## src/rtl/mem_arb_pkg.sv

```systemverilog
// Shared types and constants for the memory port arbiter.
// Optional feature: define MEM_ARB_RR_EN for round-robin arbitration.
package mem_arb_pkg;

  typedef enum logic [1:0] {ARB_IDLE, ARB_ACCESS, ARB_RESP} arb_state_t;
  typedef enum logic {OWN_I, OWN_D} arb_owner_t;

  localparam logic [2:0]  ALIGN_MASK = 3'b111;
  localparam int unsigned CNT_W      = 4;

endpackage

```

## src/rtl/mem_arb_pick.sv

```systemverilog
// Combinational two-way grant select; prefer_i breaks ties between the requesters.
module mem_arb_pick
  import mem_arb_pkg::*;
(
  input  logic i_req,
  input  logic d_req,
  input  logic prefer_i,
  output logic pick_i,
  output logic pick_d
);

  // Lone requests win outright; simultaneous requests follow prefer_i.
  always_comb begin
    pick_i = 1'b0;
    pick_d = 1'b0;
    if (i_req && d_req) begin
      pick_i = prefer_i;
      pick_d = !prefer_i;
    end else begin
      pick_i = i_req;
      pick_d = d_req;
    end
  end

endmodule

```

## src/rtl/mem_port_arbiter.sv

```systemverilog
// Shares one memory port between the IF (read) and MEM (load/store) stages.
// One transaction at a time: IDLE (grant) -> ACCESS (WAIT_CYCLES+1) -> RESP (1 cycle).
// Define MEM_ARB_RR_EN for round-robin tie-breaking; default is fixed priority d > i.
module mem_port_arbiter
  import mem_arb_pkg::*;
#(
  parameter int unsigned ADDR_W      = 64,
  parameter int unsigned DATA_W      = 64,
  parameter int unsigned WAIT_CYCLES = 0
) (
  input  logic              clk,
  input  logic              reset,
  input  logic              i_req,
  input  logic [ADDR_W-1:0] i_addr,
  output logic              i_gnt,
  output logic              i_rvalid,
  output logic [DATA_W-1:0] i_rdata,
  output logic              i_err,
  input  logic              d_req,
  input  logic              d_we,
  input  logic [ADDR_W-1:0] d_addr,
  input  logic [DATA_W-1:0] d_wdata,
  output logic              d_gnt,
  output logic              d_rvalid,
  output logic [DATA_W-1:0] d_rdata,
  output logic              d_err,
  output logic              mem_we,
  output logic [ADDR_W-1:0] mem_addr,
  output logic [DATA_W-1:0] mem_wdata,
  input  logic [DATA_W-1:0] mem_rdata,
  input  logic              mem_err
);

  arb_state_t        state_q, state_d;
  arb_owner_t        owner_q, owner_d;
  logic              we_q, we_d;
  logic [ADDR_W-1:0] addr_q, addr_d;
  logic [DATA_W-1:0] wdata_q, wdata_d;
  logic [DATA_W-1:0] rdata_q, rdata_d;
  logic              err_q, err_d;
  logic [CNT_W-1:0]  cnt_q, cnt_d;

  logic pick_i, pick_d, prefer_i;
  logic idle_c, last_c, aligned_c, resp_c;

`ifdef MEM_ARB_RR_EN
  arb_owner_t last_owner_q, last_owner_d;
  assign prefer_i = (last_owner_q == OWN_D);
`else
  assign prefer_i = 1'b0;
`endif

  mem_arb_pick u_pick (
    .i_req    (i_req),
    .d_req    (d_req),
    .prefer_i (prefer_i),
    .pick_i   (pick_i),
    .pick_d   (pick_d)
  );

  // Grants only in IDLE; the memory port is driven from the latched request.
  assign idle_c    = (state_q == ARB_IDLE) && !reset;
  assign i_gnt     = idle_c && pick_i;
  assign d_gnt     = idle_c && pick_d;
  assign last_c    = (state_q == ARB_ACCESS) && (cnt_q == '0);
  assign aligned_c = (addr_q[2:0] & ALIGN_MASK) == 3'b000;
  assign mem_we    = we_q && last_c && aligned_c && !reset;
  assign mem_addr  = addr_q;
  assign mem_wdata = wdata_q;

  // Response pulse goes to the owner only and is suppressed by reset.
  assign resp_c    = (state_q == ARB_RESP) && !reset;
  assign i_rvalid  = resp_c && (owner_q == OWN_I);
  assign d_rvalid  = resp_c && (owner_q == OWN_D);
  assign i_rdata   = rdata_q;
  assign d_rdata   = rdata_q;
  assign i_err     = i_rvalid && err_q;
  assign d_err     = d_rvalid && err_q;

  // Next-state: latch winner on grant, count down ACCESS, capture response on the last cycle.
  always_comb begin
    state_d = state_q;
    owner_d = owner_q;
    we_d    = we_q;
    addr_d  = addr_q;
    wdata_d = wdata_q;
    rdata_d = rdata_q;
    err_d   = err_q;
    cnt_d   = cnt_q;
`ifdef MEM_ARB_RR_EN
    last_owner_d = last_owner_q;
`endif
    case (state_q)
      ARB_IDLE: begin
        if (i_gnt || d_gnt) begin
          owner_d = d_gnt ? OWN_D : OWN_I;
          we_d    = d_gnt && d_we;
          addr_d  = d_gnt ? d_addr : i_addr;
          wdata_d = d_gnt ? d_wdata : '0;
          cnt_d   = CNT_W'(WAIT_CYCLES);
          state_d = ARB_ACCESS;
`ifdef MEM_ARB_RR_EN
          last_owner_d = d_gnt ? OWN_D : OWN_I;
`endif
        end
      end
      ARB_ACCESS: begin
        if (cnt_q == '0) begin
          rdata_d = (we_q || !aligned_c) ? '0 : mem_rdata;
          err_d   = aligned_c ? mem_err : 1'b1;
          state_d = ARB_RESP;
        end else begin
          cnt_d = cnt_q - CNT_W'(1);
        end
      end
      ARB_RESP: state_d = ARB_IDLE;
      default:  state_d = ARB_IDLE;
    endcase
  end

  // State and latch registers with synchronous reset.
  always_ff @(posedge clk) begin
    if (reset) begin
      state_q <= ARB_IDLE;
      owner_q <= OWN_I;
      we_q    <= 1'b0;
      addr_q  <= '0;
      wdata_q <= '0;
      rdata_q <= '0;
      err_q   <= 1'b0;
      cnt_q   <= '0;
`ifdef MEM_ARB_RR_EN
      last_owner_q <= OWN_I;
`endif
    end else begin
      state_q <= state_d;
      owner_q <= owner_d;
      we_q    <= we_d;
      addr_q  <= addr_d;
      wdata_q <= wdata_d;
      rdata_q <= rdata_d;
      err_q   <= err_d;
      cnt_q   <= cnt_d;
`ifdef MEM_ARB_RR_EN
      last_owner_q <= last_owner_d;
`endif
    end
  end

endmodule

```

## config.mk

```make
export PLATFORM = sky130hd
export DESIGN_NAME = mem_port_arbiter
export DESIGN_NICKNAME = d
export VERILOG_FILES = /design/src/rtl/mem_arb_pkg.sv /design/src/rtl/mem_arb_pick.sv /design/src/rtl/mem_port_arbiter.sv
export SDC_FILE = /design/constraint.sdc
export NUM_CORES = 1
export LEC_CHECK = 0
export ABC_CLOCK_PERIOD_IN_PS = 1660
export CORE_AREA = 2 2 201 203
export DETAILED_ROUTE_END_ITERATION = 12
export DIE_AREA = 0 0 203 205
export HOLD_SLACK_MARGIN = 0.03
export PLACE_DENSITY = 0.64
export SYNTH_ARGS = -nofsm -noshare
export SYNTH_HDL_FRONTEND = slang
export SYNTH_SLANG_ARGS = --single-unit
export TNS_END_PERCENT = 1
```

## constraint.sdc

```tcl
create_clock -name clk -period 1.66 [get_ports clk]
set_input_delay 0.166 -clock clk [delete_from_list [all_inputs] [get_ports clk]]
set_output_delay 0.166 -clock clk [all_outputs]
set_load 0.03 [all_outputs]
```

After elaboration in Yosys (flattened, before gate mapping)
Index checks and enable logic that the tools add are counted.
- register bits after elaboration: 201
- bits of input ports: 262
- output and inout bits: 263
- add/sub/neg operators: 1
- equal/unequal tests: 5
- multiplexer cells: 13
- bitwise logic cells: 1
- reduce and logical (&&, ||, !) cells: 26
- operators with widths (operator ; number):
    $mux 64 ; 3
    $logic_and 1x1->1 ; 14
    $mux 4 ; 2
    $pmux 4 s2 ; 1
    $reduce_and 2->1 ; 3
    $logic_not 4->1 ; 1
    $mux 1 ; 4
    $mux 2 ; 2
    $ne 2x1->1 const B ; 2
    $pmux 2 s2 ; 1
    $sub 4x1->4 const B ; 1
    $logic_not 3->1 ; 1
    $reduce_and 3->1 ; 1
    $eq 2x1->1 const B ; 1
    $eq 2x2->1 const B ; 1
    $logic_not 1->1 ; 2
    $logic_not 2->1 ; 1
    $logic_or 1x1->1 ; 2
    $ne 2x2->1 const B ; 1
    $reduce_bool 2->1 ; 1
    $not 1->1 ; 1

Depth between registers and ports, before layout
Gate-level depths: netlist of the first run.
- depth after elaboration: 6
- depth in mapped cells: 7
- gate-level depth less buffers: 5

Hierarchy
From an unflattened synthesis of the first run, not the netlist that was laid out.
- cell total of the unflattened synthesis: 1076
- area, all modules: 8614.5 µm²
- modules (own cells, without submodules) (module ; instances ; cells an instance ; area an instance (µm²)):
    mem_port_arbiter ; 1 ; 1073 ; 8595.7
    mem_arb_pick ; 1 ; 3 ; 18.8

Worst setup path before layout of the first run
Ideal clock, no wire load.
- kind: register to output
- start: register cnt_q[0]
- end: output port mem_we
- arrival time: 1.674 ns
- required time: 1.494 ns
- setup slack: -0.180 ns
- stages on the path, launching flop included: 7
- buffers on the path: 1
- cell sequence: dfxtp_1 inv_1 ha_1 or3b_2 clkbuf_1 nor2_1 and4_1
- cells in the longest elaborated chain, start to end: 5
- RTL lines (element ; RTL line ; text):
    start, declared ; mem_port_arbiter.sv:41 ; logic [CNT_W-1:0] cnt_q, cnt_d;
    start signal, assigned ; mem_port_arbiter.sv:143 ; cnt_q <= cnt_d;
    $logic_not 4->1 ; mem_port_arbiter.sv:65 ; assign last_c = (state_q == ARB_ACCESS) && (cnt_q == '0);
    $logic_and 1x1->1 ; mem_port_arbiter.sv:65 ;
    $logic_and 1x1->1 (3 in a row) ; mem_port_arbiter.sv:67 ; assign mem_we = we_q && last_c && aligned_c && !reset;
    end, declared ; mem_port_arbiter.sv:27 ; output logic mem_we,
Every way passes these cells.

Worst setup path in the final report of the first run
Same ends and word-level chain as after synthesis.

==> PnR_summary.wiki, run 1 <==
{| class="wikitable"
! Metric !! Value
|-
| Post-route setup slack || -0.407 ns
|-
| Number of buffer and inverter instances along the worst setup path || 2
|-
| Count of antenna-violating nets left after detailed routing || 0
|-
| Vertical extent of the die || 205 um
|-
| Cells traversed along the worst timing path || inv_2 -> ha_4 -> or3b_4 -> nor2_4 -> and4_4 -> buf_6
|-
| Max VDD drop || 0.532 mV
|-
| Average vias per placed instance || 4.72
|-
| Final hold violations || 0
|-
| Worst Min Path Start || reset
|-
| Hold/Removal Path Class || in2reg
|-
| IO Pins || 525
|-
| Dominant register cell in the synthesized netlist || dfxtp_1
|-
| Number of port buffers || 524
|-
| Clock slew at the register clock pins of the worst setup and hold paths || 0.06 ns
|-
| Antenna cells || 0
|-
| Leading cell type in the layout, fill and taps excluded || clkdlybuf4s50_1
|-
| Core Box Area || 39400 um^2
|-
| Yosys warnings || 0
|-
| Slowest stage delay, CP || 0.39 ns
|-
| Cell chosen for the clock root || clkbuf_16
|-
| Startpoint types || flip-flop
|-
| Total of endpoints with negative setup slack in the final report || 166
|-
| Critical path fanouts, max || 2
|-
| Vias after detailed routing || 9731
|-
| TritonCTS clock tree || yes
|-
| Setup CP Type || reg2out
|-
| Sum of routed wire length over all layers || 36700 um
|-
| TritonCTS Buffers || 24
|-
| Initial Util || 22.3%
|-
| Synth async-reset ratio || 0%
|-
| Layout cells sized above 1 || 12.5%
|-
| Number of levels in the clock H-tree || 1
|-
| Die span in x || 203 um
|-
| Routed WL per cell || 17.8 um
|-
| CTS sink count || 201
|-
| Critical path endpoint category || output pin
|-
| Max_slew headroom || 32.5%
|-
| Via count of the first global-routing pass || 9670
|-
| Commonest non-fill, non-tap cells in the layout || clkdlybuf4s50_1 (260), dlygate4sd2_1 (253), dfxtp_1 (198)
|-
| Internal power of the cells || 0.0105 W
|-
| Switching part of the total power || 35.8%
|-
| Post-synth EDFFs || 0
|-
| Slowest stage cell, crit path || or3b_4
|-
| Final net count || 1786
|-
| Largest delay contributor family on the critical path || simple AND/OR/NAND/NOR gates
|-
| Relative area change from synthesis to final layout || 74.3%
|-
| Relative contribution of combinational cells to total power || 34.9%
|-
| Data arrival time of the critical path || 1.90 ns
|-
| Cells after Synth || 1071
|-
| Violations in the final reports || negative setup slack
|-
| Maximum root-to-sink buffer count || 3
|-
| First-pass GRT wire length || 55500 um
|-
| R2R Path Start || state_q[0]
|-
| Grt total ovfl || 0
|-
| Dpl hpwl || 26200 um
|-
| Unrepaired setup endpoints after global routing || yes
|-
| Clock latency on the worst-skew pair || 0.54 ns
|-
| Maximum capacitance violations || 0
|-
| Syn avg cell area || 8.20 um^2
|-
| Number of placement rows || 73
|-
| Count of state elements after synthesis || 201
|-
| Clock period minus worst slack || 2.07 ns
|-
| Min Hold Slack || 0.131 ns
|-
| Netlist area before placement || 8790 um^2
|-
| Gp weighted congestion || 0.888
|-
| Data required time at the worst endpoint || 1.49 ns
|-
| Clock network fraction of total power || 30.6%
|-
| Maximum number of pins on one net before global-route repair || 76
|-
| DRC errors left || 0
|-
| Total nets after synthesis || 1335
|-
| Hold Buf Count CTS || 0
|-
| Global-route total usage across every layer || 16.7%
|-
| Antenna violations before repair || 0
|-
| Outcome || finished with violations
|-
| Setup crit start || cnt_q[0]
|-
| Share of the yosys chip area belonging to registers || 45.8%
|-
| First-pass detailed-route iteration total || 5
|-
| Die area || 41600 um^2
|-
| Final Non-Filler Cells || 2060
|-
| Worst setup skew after layout || 0.0241 ns
|-
| Final period utilization || 125%
|-
| Pwr per Cell Area || 1060 nW/um^2
|-
| Switch Pwr || 0.00583 W
|-
| Number of pins with negative max-slew slack in the final report || 0
|-
| Drt initial violations || 480
|-
| Post-placement cell count || 2008
|-
| Worst-Margin Slew || 1.01 ns
|-
| Number of library cell types mapped by synthesis || 37
|-
| Leakage power || 6.47 nW
|-
| Highest attainable clock frequency || 484 MHz
|-
| Sequential share of power || 34.5%
|}
[area by class of cell]
| class | instances | area, um^2 |
|---|---|---|
| multi-input cells | 688 | 3970 |
| inverters | 5 | 31.3 |
| fillers | 4060 | 24100 |
| repair buffers | 602 | 5900 |
| clock inverters | 5 | 65.1 |
| flip-flops and latches | 201 | 4030 |
| clock buffers | 34 | 658 |
| well taps | 525 | 657 |
[metal layers]
layer	vias up	wire [um]	global-route usage, %
li1	4675	-	-
met1	4619	14400	19.4
met2	379	18600	30.0
met3	58	2620	4.23
met4	0	1040	4.90
met5	-	0	0
[worst reg2reg max path: stages, from the launching register on]
cell and delay (ns):
dfxtp_2 0.32, or4b_4 0.59, clkinv_8 0.08, buf_6 0.09, buf_12 0.13, buf_12 0.18
nand2_1 0.12, a311oi_2 0.26
[synth_stat cells (all sizes together), types with 2 or more instances]
master	instances	area share, %
dfxtp	201	46
and2	3	0.21
nor3b	2	0.17
or3	3	0.21
nand4	64	4.6
nor3	4	0.23
buf	93	7.4
inv	4	0.17
clkbuf	84	3.6
a311oi	64	8.3
nand2	193	8.2
nor2b	2	0.14
nand3	2	0.11
ha	2	0.28
a21oi	198	11
o21ai	129	7.3
o221ai	2	0.20
nor2	7	0.38
[worst paths after layout]
| path | slack [ns] | endpoint | cells past startpoint |
|---|---|---|---|
| hold / removal | 0.13 | cnt_q[0] | 4 |
| setup reg to reg | -0.23 | mem_addr[32] | 7 |
| setup / recovery | -0.41 | mem_we | 6 |
| hold reg to reg | 0.47 | mem_wdata[22] | 2 |
[kinds of logic after synthesis]
family / share of synthesized area (%)
AO/OA/AOI/OAI: 27.6
adder cells (fa/ha/maj): 0.285
buffers and inverters: 11.3
flip-flops: 45.8
AND/OR/NAND/NOR: 15.0
[per-stage QoR]
step | cell area [um^2] | power [W] | util [%] | setup slack (ns) | setup TNS [ns]
floorplan | 8810 | 0.00881 | - | -0.0406 | -0.856
CTS | 15100 | 0.0164 | 38.4 | -0.454 | -6.00
global route | 15300 | 0.0171 | 38.9 | -0.472 | -22.97
detailed placement | 14500 | 0.0116 | 36.9 | -0.519 | -54.79
finish | 15300 | 0.0163 | 38.9 | -0.407 | -11.97
global placement | 14500 | 0.0115 | 36.9 | -0.451 | -49.17
[sequential cells by signal, indices dropped and copies added, names as in the netlist]
signal     cells
err_q          1
d_rdata       64
cnt_q          4
state_q        2
mem_wdata     64
owner_q        1
mem_addr      64
we_q           1
[repair_timing]
| item | 4_1_cts | 5_1_grt |
|---|---|---|
| cloned | 1 | 0 |
| resized for setup | 336 | 62 |
| pin swaps | 28 | 27 |
| buffers inserted | 6 | 6 |
| setup endpoints to repair | 400 | 177 |
[power groups by stage]
stage / sequential [W] / combinational (W) / clock (W)
detailed placement: 0.00573 / 0.00582 / 0
finish: 0.00562 / 0.00568 / 0.00498
global route: 0.00568 / 0.00605 / 0.00534
CTS: 0.00562 / 0.00560 / 0.00516
global placement: 0.00572 / 0.00579 / 0
floorplan: 0.00651 / 0.00230 / 0
No activity file was read; power rests on OpenSTA's default activity.
==> run 2, diff against run 1 <==
CAP_MARGIN = 20   (was not set)
==> results of run 2 <==
Final layout, timing and power as in run 1 (identical DEF).
